--- src/rtl/spi_responder_pkg.sv ---
// Shared types and constants for the SPI mode-0 register-file responder.
// The command byte carries the register address in [7:3] and the write flag in bit 1.
package spi_responder_pkg;

    typedef enum logic [1:0] {
        IDLE,
        CMD,
        WDATA,
        RDATA
    } state_t;

    localparam int ADDR_W       = 5;
    localparam int CMD_ADDR_MSB = 7;
    localparam int CMD_ADDR_LSB = 3;
    localparam int CMD_DIR_BIT  = 1;

    localparam logic [ADDR_W-1:0] ADDR_IEN = 5'h1E;
    localparam logic [ADDR_W-1:0] ADDR_IRQ = 5'h1F;

endpackage

--- src/rtl/spi_sync_edge.sv ---
// Multi-stage synchronizer for one asynchronous SPI pin, with registered
// rise/fall pulses that stay aligned with the registered level output.
module spi_sync_edge #(
    parameter int STAGES = 2
) (
    input  logic clk_in,
    input  logic rst_in,
    input  logic async_in,
    output logic level_out,
    output logic rise_out,
    output logic fall_out
);

    logic [STAGES-1:0] sync_q, sync_d;
    logic              prev_q, prev_d;
    logic              rise_q, rise_d;
    logic              fall_q, fall_d;

    // Everything resets low, so a pin held low across reset never looks like a fresh fall.
    always_comb begin
        sync_d    = sync_q << 1;
        sync_d[0] = async_in;
        prev_d    = sync_q[STAGES-1];
        rise_d    = sync_q[STAGES-1] & ~prev_q;
        fall_d    = ~sync_q[STAGES-1] & prev_q;
    end

    always_ff @(posedge clk_in) begin
        if (rst_in) begin
            sync_q <= '0;
            prev_q <= 1'b0;
            rise_q <= 1'b0;
            fall_q <= 1'b0;
        end else begin
            sync_q <= sync_d;
            prev_q <= prev_d;
            rise_q <= rise_d;
            fall_q <= fall_d;
        end
    end

    assign level_out = prev_q;
    assign rise_out  = rise_q;
    assign fall_out  = fall_q;

endmodule

--- src/rtl/spi_responder.sv ---
// SPI mode-0 target with a 32x8 register file, MAX3421E-style command framing.
// Optional interrupt registers (IEN at 0x1E, W1C IRQ at 0x1F) with SPI_RESPONDER_IRQ_EN.
module spi_responder
    import spi_responder_pkg::*;
#(
    parameter int NUM_REGS    = 32,
    parameter int SYNC_STAGES = 2
) (
    input  logic              clk_in,
    input  logic              rst_in,
    input  logic              sclk_in,
    input  logic              n_ss_in,
    input  logic              mosi_in,
    output logic              miso_out,
    input  logic [7:0]        status_in,
    input  logic [ADDR_W-1:0] rd_addr_in,
    output logic [7:0]        rd_data_out,
    output logic              wr_valid_out,
    output logic [ADDR_W-1:0] wr_addr_out,
    output logic [7:0]        wr_data_out
`ifdef SPI_RESPONDER_IRQ_EN
    ,
    input  logic [7:0]        irq_in,
    output logic              n_int_out
`endif
);

    localparam logic [ADDR_W-1:0] LAST_ADDR = ADDR_W'(NUM_REGS - 1);

    logic sclk_rise, sclk_fall, sclk_level;
    logic ss_rise, ss_fall, ss_level;
    logic mosi_s, mosi_rise, mosi_fall;
    logic unused_sync;

    state_t            state_q, state_d;
    logic [2:0]        bit_cnt_q, bit_cnt_d;
    logic [6:0]        shift_in_q, shift_in_d;
    logic [7:0]        shift_out_q, shift_out_d;
    logic [ADDR_W-1:0] addr_q, addr_d;
    logic              load_pending_q, load_pending_d;
    logic              miso_q, miso_d;
    logic              wr_valid_q, wr_valid_d;
    logic [ADDR_W-1:0] wr_addr_q, wr_addr_d;
    logic [7:0]        wr_data_q, wr_data_d;
    logic [7:0]        rd_data_q, rd_data_d;
    logic [7:0]        regs_q [NUM_REGS];
    logic [7:0]        regs_d [NUM_REGS];

    logic [7:0]        rx_byte;
    logic [ADDR_W-1:0] addr_inc;
    logic              ss_edge, byte_done, cmd_done, wr_fire, rd_load;

    spi_sync_edge #(.STAGES(SYNC_STAGES)) u_sync_sclk (
        .clk_in    (clk_in),
        .rst_in    (rst_in),
        .async_in  (sclk_in),
        .level_out (sclk_level),
        .rise_out  (sclk_rise),
        .fall_out  (sclk_fall)
    );

    spi_sync_edge #(.STAGES(SYNC_STAGES)) u_sync_ss (
        .clk_in    (clk_in),
        .rst_in    (rst_in),
        .async_in  (n_ss_in),
        .level_out (ss_level),
        .rise_out  (ss_rise),
        .fall_out  (ss_fall)
    );

    spi_sync_edge #(.STAGES(SYNC_STAGES)) u_sync_mosi (
        .clk_in    (clk_in),
        .rst_in    (rst_in),
        .async_in  (mosi_in),
        .level_out (mosi_s),
        .rise_out  (mosi_rise),
        .fall_out  (mosi_fall)
    );

    assign unused_sync = ^{sclk_level, ss_level, mosi_rise, mosi_fall};

    assign rx_byte  = {shift_in_q, mosi_s};
    assign addr_inc = (addr_q == LAST_ADDR) ? '0 : addr_q + 5'd1;

    always_ff @(posedge clk_in) begin
        if (rst_in) begin
            state_q <= IDLE;
        end else begin
            state_q <= state_d;
        end
    end

    always_comb begin
        state_d = state_q;
        if (ss_rise) begin
            state_d = IDLE;
        end else if (ss_fall) begin
            state_d = CMD;
        end else if (cmd_done) begin
            state_d = rx_byte[CMD_DIR_BIT] ? WDATA : RDATA;
        end
    end

    // Select edges take priority over any SCLK edge seen in the same cycle.
    always_comb begin
        ss_edge   = ss_rise | ss_fall;
        byte_done = sclk_rise && !ss_edge && (state_q != IDLE) && (bit_cnt_q == 3'd7);
        cmd_done  = byte_done && (state_q == CMD);
        wr_fire   = byte_done && (state_q == WDATA);
        rd_load   = sclk_fall && !ss_edge && load_pending_q && (state_q == RDATA);
    end

`ifdef SPI_RESPONDER_IRQ_EN
    logic       n_int_q, n_int_d;
    logic [7:0] irq_clear;
    assign irq_clear = (wr_fire && (addr_q == ADDR_IRQ)) ? rx_byte : 8'h00;
`endif

    always_comb begin
        bit_cnt_d      = bit_cnt_q;
        shift_in_d     = shift_in_q;
        shift_out_d    = shift_out_q;
        addr_d         = addr_q;
        load_pending_d = load_pending_q;
        miso_d         = miso_q;
        wr_valid_d     = 1'b0;
        wr_addr_d      = wr_addr_q;
        wr_data_d      = wr_data_q;
        rd_data_d      = regs_q[rd_addr_in];
        regs_d         = regs_q;

        if (ss_rise) begin
            bit_cnt_d      = '0;
            miso_d         = 1'b0;
            load_pending_d = 1'b0;
        end else if (ss_fall) begin
            bit_cnt_d      = '0;
            shift_out_d    = status_in;
            miso_d         = status_in[7];
            load_pending_d = 1'b0;
        end else if (state_q != IDLE) begin
            if (sclk_rise) begin
                shift_in_d     = {shift_in_q[5:0], mosi_s};
                bit_cnt_d      = bit_cnt_q + 3'd1;
                load_pending_d = byte_done;
            end
            // A read byte is fetched on the first fall after the previous byte completes.
            if (sclk_fall) begin
                load_pending_d = 1'b0;
                if (rd_load) begin
                    shift_out_d = regs_q[addr_q];
                    miso_d      = regs_q[addr_q][7];
                end else begin
                    shift_out_d = {shift_out_q[6:0], 1'b0};
                    miso_d      = shift_out_q[6];
                end
            end
            if (cmd_done) begin
                addr_d = rx_byte[CMD_ADDR_MSB:CMD_ADDR_LSB];
            end
            if (wr_fire || rd_load) begin
                addr_d = addr_inc;
            end
            if (wr_fire) begin
                wr_valid_d     = 1'b1;
                wr_addr_d      = addr_q;
                wr_data_d      = rx_byte;
                regs_d[addr_q] = rx_byte;
            end
        end

`ifdef SPI_RESPONDER_IRQ_EN
        // IRQ is write-one-to-clear; a same-cycle set beats the clear.
        regs_d[ADDR_IRQ] = (regs_q[ADDR_IRQ] & ~irq_clear) | irq_in;
        n_int_d          = ~|(regs_d[ADDR_IRQ] & regs_d[ADDR_IEN]);
`endif
    end

    always_ff @(posedge clk_in) begin
        if (rst_in) begin
            bit_cnt_q      <= '0;
            shift_in_q     <= '0;
            shift_out_q    <= '0;
            addr_q         <= '0;
            load_pending_q <= 1'b0;
            miso_q         <= 1'b0;
            wr_valid_q     <= 1'b0;
            wr_addr_q      <= '0;
            wr_data_q      <= '0;
            rd_data_q      <= '0;
            for (int i = 0; i < NUM_REGS; i++) begin
                regs_q[i] <= '0;
            end
`ifdef SPI_RESPONDER_IRQ_EN
            n_int_q        <= 1'b1;
`endif
        end else begin
            bit_cnt_q      <= bit_cnt_d;
            shift_in_q     <= shift_in_d;
            shift_out_q    <= shift_out_d;
            addr_q         <= addr_d;
            load_pending_q <= load_pending_d;
            miso_q         <= miso_d;
            wr_valid_q     <= wr_valid_d;
            wr_addr_q      <= wr_addr_d;
            wr_data_q      <= wr_data_d;
            rd_data_q      <= rd_data_d;
            regs_q         <= regs_d;
`ifdef SPI_RESPONDER_IRQ_EN
            n_int_q        <= n_int_d;
`endif
        end
    end

    assign miso_out     = miso_q;
    assign rd_data_out  = rd_data_q;
    assign wr_valid_out = wr_valid_q;
    assign wr_addr_out  = wr_addr_q;
    assign wr_data_out  = wr_data_q;
`ifdef SPI_RESPONDER_IRQ_EN
    assign n_int_out    = n_int_q;
`endif

endmodule
--- config.mk ---
export PLATFORM = sky130hd
export DESIGN_NAME = spi_responder
export DESIGN_NICKNAME = d
export VERILOG_FILES = /design/src/rtl/spi_responder_pkg.sv /design/src/rtl/spi_sync_edge.sv /design/src/rtl/spi_responder.sv
export SDC_FILE = /design/constraint.sdc
export NUM_CORES = 1
export LEC_CHECK = 0
export CORE_ASPECT_RATIO = 1.4
export CORE_MARGIN = 2
export CORE_UTILIZATION = 62
export DETAILED_ROUTE_END_ITERATION = 6
export PLACE_DENSITY = 0.8
export SYNTH_ARGS = -nofsm -noshare
export SYNTH_HDL_FRONTEND = slang
export SYNTH_SLANG_ARGS = --single-unit
export TNS_END_PERCENT = 1
--- constraint.sdc ---
create_clock -name clk_in -period 3.1 [get_ports clk_in]
set_input_delay 0.62 -clock clk_in [delete_from_list [all_inputs] [get_ports clk_in]]
set_output_delay 0.62 -clock clk_in [all_outputs]
set_load 0.1 [all_outputs]
==> flow_summary.toml, run 1 <==
[floorplan]
rows = 69
core_mm2 = 0.0255
die_h_um = 195
die_area_mm2 = 0.0273
start_util_pct = 63.3
design.portCount = 41
die_w_um = 140

[critical_path]
critPathLaunchType = "flop"
reg2reg_from = "addr_q[1]"
path_max_fanout = 34
path_class = "flop to flop"
cp_data_arrival_time_ns = 3.27
slowest_stage = "dfxtp_4"
end_kind = "flop"
crit_buf_inv = 1
path_cells = "buf_12 > mux2i_1 > o22ai_1 > or4_1 > nor3_1 > a41oi_1"
critPathTopFamily = "simple AND/OR/NAND/NOR gates"
r2r_slack_ns = 0.24
r2r_end = "shift_out_q[6]"
ff2ff_path_depth = 6
cp.required_ns = 3.51
slowest_delay_ns = 0.78
worst-path-stages = 6

[power]
vdd.ir_drop.worst_uv = 447
p_leak_nw = 7.68
power_mw = 7.82
power_density_mw_per_mm2 = 447

[routing]
first_pass_iters = 5
vias = 12700
drt.antenna.violating_nets = 0
drc_errors = 0
via_per_inst = 6.73
route.final.wire_length_mm = 52.1
wl_per_cell_um = 27.6
drtIter0Drc = 1333

[sta]
fin_skew_ns = 0.0248
worst_slew_pin_slew_ns = 1.30
finalHoldViolCount = 0
rsz0062_at_grt = "no"
fmax_mhz = 349
max-slew-margin-rel_pct = 12.9
fin_crit_sh_pct = 92.3
setup_viol = 0
fin_crit_ns = 2.86
tns_ns = 0
slew_violations = 0

[clock_network]
postCtsSetupBuffers = 0
clkTransAtPathRegs_ns = 0.06
clock_path_buffers = 3
ctsRootBufferMaster = "clkbuf_16"
ctsResizeCount = 0
htree_levels = 1
cts_sinks = 317
clk_latency_ns = 0.57
cts_tree = "done"
numCtsBuffers = 29
ctsHoldBuffers = 0

[cells_and_area]
nets = 1573
drive_gt1_share_pct = 15.4
antenna_cells = 0
final-instance-count-excl-fill = 1887
n_fill_cell = 1969
area_growth_pct = 8.67

[synthesis]
synth_seq_area_share_pct = 39.4
syn_inst = 1567
synth.most_common_cell = "mux2i_1"
syn-num-nets = 1592
synth_top_cell_by_area = "dfxtp_1"
synth_edf_count = 0
synth_cell_types = 76
ys.flop_type = "dfxtp_1"
synth_area_leaders = "dfxtp_1 39%, mux2i_1 23%, mux4_2 8.9%, nor2_1 6.8%, o22ai_1 2.2%"
synth.top_cells.by_count = "372 x mux2i_1, 317 x dfxtp_1, 294 x nor2_1, 82 x clkbuf_1, 64 x mux4_2"
yosys_register_bits = 317
yosysWarningCount = 0
avgSynthCellArea_um2 = 10.3
synth_top_area_share_pct = 39.4
syn-cell-area_mm2 = 0.0161
async_flop_share_pct = 0

[hold_path]
min_path_cells = 1
hp-class = "flop to flop"
hold_start = "u_sync_ss.sync_q[1]"
whs_endpoint = "u_sync_ss.fall_out"

[placed_design]
hpwl_mm = 37.1
placedCellCount = 1836
port_buffers = 40
place.gp.congestion = 1.02

[grt]
grt_pass1_wl_mm = 78.7
grt-ovfl-total = 0
antenna_found_initial = 0
grtUsageTotal_pct = 38.0
grt_max_degree = 163
grt_pass1_vias = 12400

[run]
maxCapViolations = 0

[status]
outcome = "completed"
logic make-up after synthesis:
group,share of synthesized area (%)
xor gates and xnor gates,0.163
AOI/OAI and AO/OA,8.29
DFF,39.4
buffers and inverters,4.64
muxes,32.4
adders and majority gates,0.544
and+or+nand+nor,14.6
where the power goes:
group / switching [mW] / internal, mW
Combinational: 0.140 / 0.0716
Sequential: 0.00942 / 4.08
Clock: 1.57 / 1.96
how the worst max path moves through the flow:
stage / start / endpoint
after detailed placement: addr_q[1] / shift_out_q[6]
final: addr_q[1] / shift_out_q[6]
after global placement: addr_q[1] / shift_out_q[6]
after floorplan: addr_q[1] / regs_q[16]
after CTS: addr_q[1] / shift_out_q[6]
after global routing: addr_q[1] / shift_out_q[6]
state kept, by name, indices dropped and copies added, names as in the netlist:
name,cells
regs_q,256
rd_data_out,8
wr_data_out,8
shift_in_q,7
shift_out_q,7
addr_q,5
wr_addr_out,5
bit_cnt_q,3
state_q,2
u_sync_mosi.sync_q,2
u_sync_sclk.sync_q,2
u_sync_ss.sync_q,2
load_pending_q,1
miso_out,1
u_sync_mosi.level_out,1
u_sync_sclk.fall_out,1
u_sync_sclk.level_out,1
u_sync_sclk.rise_out,1
u_sync_ss.fall_out,1
u_sync_ss.level_out,1
u_sync_ss.rise_out,1
wr_valid_out,1
placed cells by master (no fill, tap or decap), types with 6 or more instances in the layout:
cell type / instances
a211oi_1: 16
a21oi_1: 37
a221oi_1: 16
a22o_1: 16
a311oi_1: 7
and2_1: 7
buf_12: 6
buf_4: 70
clkbuf_1: 11
clkbuf_16: 29
clkdlybuf4s50_1: 14
dfxtp_1: 314
ha_1: 7
mux2i_1: 372
mux4_2: 64
nand2_1: 49
nand3_2: 24
nand3_4: 8
nor2_1: 294
nor2b_1: 14
o21ai_0: 11
o22ai_1: 56
o32ai_1: 7
layout make-up:
type	instances	area, um^2	area share, %
multi-input combinational	1101	9020	51.5
sequential	317	6350	36.3
clock buffer	43	808	4.62
timing repair buffer	92	805	4.59
tap	319	399	2.28
clock inverter	8	95.1	0.543
inverter	7	26.3	0.150
metal layers:
metal | global-route usage [%] | wire length (um) | vias to the layer above | part of all wire (%)
li1 | - | - | 5633 | -
met1 | 45.4 | 19700 | 6199 | 38
met2 | 63.6 | 24700 | 672 | 47
met3 | 5.44 | 3390 | 196 | 6.5
met5 | 0 | 0 | - | 0
met4 | 24.9 | 4390 | 0 | 8.4
per-stage QoR:
| stage | instance area (um^2) | utilization, % | worst slack, ns | hold WS [ns] |
|---|---|---|---|---|
| floorplan | 16100 | - | 0.895 | 0.383 |
| global placement | 16600 | 65.2 | 0.373 | 0.392 |
| detailed placement | 16600 | 65.2 | 0.328 | 0.400 |
| CTS | 17500 | 68.7 | 0.316 | 0.410 |
| global route | 17500 | 68.7 | 0.120 | 0.410 |
| finish | 17500 | 68.7 | 0.238 | 0.409 |
(Power assumes the default switching activity.)
==> inputs of run 2 (changes only) <==
--- a/config.mk
+++ b/config.mk
@@ -5,6 +5,7 @@
 export SDC_FILE = /design/constraint.sdc
 export NUM_CORES = 1
 export LEC_CHECK = 0
+export CAP_MARGIN = 20
 export CORE_ASPECT_RATIO = 1.4
 export CORE_MARGIN = 2
 export CORE_UTILIZATION = 62
==> flow_summary.toml, run 2 (same netlist as run 1, synthesis figures left out) <==
[status]
outcome = "completed"

[floorplan]
die_w_um = 140
core_mm2 = 0.0255
start_util_pct = 63.3
design.portCount = 41
die_area_mm2 = 0.0273
die_h_um = 195
rows = 69

[routing]
vias = 12700
highest_layer = "met4"
drc_errors = 0
wl_met1_mm = 19.3
drtIter0Drc = 1390
drt.antenna.violating_nets = 0
route.met3.wl_mm = 3.54
first_pass_iters = 7
wl_met2_mm = 24.7
route.final.wire_length_mm = 51.9
wl_per_cell_um = 27.5
via_per_inst = 6.72

[run]
maxCapViolations = 0

[power]
power_density_mw_per_mm2 = 446
intPower_mw = 6.11
vdd.ir_drop.worst_uv = 445
pwr-share-seq_pct = 52.2
p_clk_share_pct = 45.0
power_mw = 7.82
share_comb_of_total_power_pct = 2.7
p_leak_nw = 7.69
net-switching-power_mw = 1.71
sw_frac_of_total_pct = 21.9

[critical_path]
critPathLaunchType = "flop"
path_cells = "buf_12 > mux2i_1 > o22ai_1 > or4_1 > nor3_1 > a41oi_1"
slowest_delay_ns = 0.78
path_class = "flop to flop"
cp.required_ns = 3.51
end_kind = "flop"
path_max_fanout = 34
slowest_stage = "dfxtp_4"
cp_data_arrival_time_ns = 3.27
crit_buf_inv = 1
r2r_slack_ns = 0.24
critPathTopFamily = "simple AND/OR/NAND/NOR gates"

[cells_and_area]
final_cell_mix = "372 x mux2i_1, 314 x dfxtp_1, 294 x nor2_1"
nets = 1575
final_common_cell = "mux2i_1"
antenna_cells = 0
drive_gt1_share_pct = 15.5
area_growth_pct = 8.76
n_fill_cell = 1969
top_register = "regs_q"
largest_reg_flops = 256

[sta]
finalHoldViolCount = 0
fin_crit_sh_pct = 92.2
rsz0062_at_grt = "no"
max-slew-margin-rel_pct = 25.0
worst_slew_pin_slew_ns = 1.12
fin_skew_ns = 0.0251
fin_crit_ns = 2.86
setup_viol = 0
tns_ns = 0
fmax_mhz = 350
slew_violations = 0

[clock_network]
ctsResizeCount = 0
htree_levels = 1
cts_sinks = 317
clock_path_buffers = 3
ctsHoldBuffers = 0
cts_tree = "done"
numCtsBuffers = 29
clk_latency_ns = 0.58
postCtsSetupBuffers = 0
ctsRootBufferMaster = "clkbuf_16"
clkTransAtPathRegs_ns = 0.06

[grt]
grt_pass1_wl_mm = 78.7
grt-ovfl-total = 0
grt_pass1_vias = 12400
grtUsageTotal_pct = 38.0
antenna_found_initial = 0
grt_max_degree = 163

[placed_design]
place.gp.congestion = 1.02
port_buffers = 40
hpwl_mm = 37.1

[hold_path]
hp-class = "flop to flop"
run 2: cell count changes in the layout (fill, tap and decap cells not counted):
cell   delta
buf_4     +2
run 2: per-stage QoR:
step	area [um^2]	hold slack, ns	util (%)	instances	setup slack (ns)
detailed placement	16600	0.400	65.2	1836	0.328
finish	17500	0.408	68.8	1889	0.242
global route	17500	0.410	68.8	1889	0.120
floorplan	16100	0.383	-	1567	0.895
global placement	16600	0.392	65.2	1836	0.373
CTS	17500	0.410	68.7	1887	0.316
run 2: layout make-up:
class	instances	area, um^2	share of cell area [%]
repair buffers	94	820	4.68
multi-input cells	1101	9020	51.5
flip-flops and latches	317	6350	36.2
clock buffers	43	808	4.61
clock inverters	8	95.1	0.543
well taps	319	399	2.28
inverters	7	26.3	0.150
run 2: final timing paths:
kind                            depth (start not counted)           startpoint                  to
worst max-delay path                                    6            addr_q[1]      shift_out_q[6]
worst min-delay path                                    1  u_sync_ss.sync_q[1]  u_sync_ss.fall_out
worst max register to register                          6            addr_q[1]      shift_out_q[6]
worst min register to register                          1  u_sync_ss.sync_q[1]  u_sync_ss.fall_out
run 2: per-layer routing:
metal | global-route usage, % | vias to the layer above
met2 | 63.6 | 635
met5 | 0 | -
li1 | - | 5648
met3 | 5.44 | 212
met4 | 24.9 | 0
met1 | 45.4 | 6203
run 2: worst reg2reg max path, cell delays in order, from the launching register on:
cell	delay, ns
dfxtp_4	0.78
buf_12	0.31
mux2i_1	0.24
o22ai_1	0.15
or4_1	0.52
nor3_1	0.51
a41oi_1	0.19
run 2: power by group through the flow:
stage               clock (mW)  combinational [mW]  sequential, mW
floorplan                    0               0.157            4.17
global placement             0               0.209            4.18
detailed placement           0               0.209            4.18
CTS                       3.55               0.210            4.09
global route              3.69               0.229            4.08
finish                    3.52               0.214            4.09
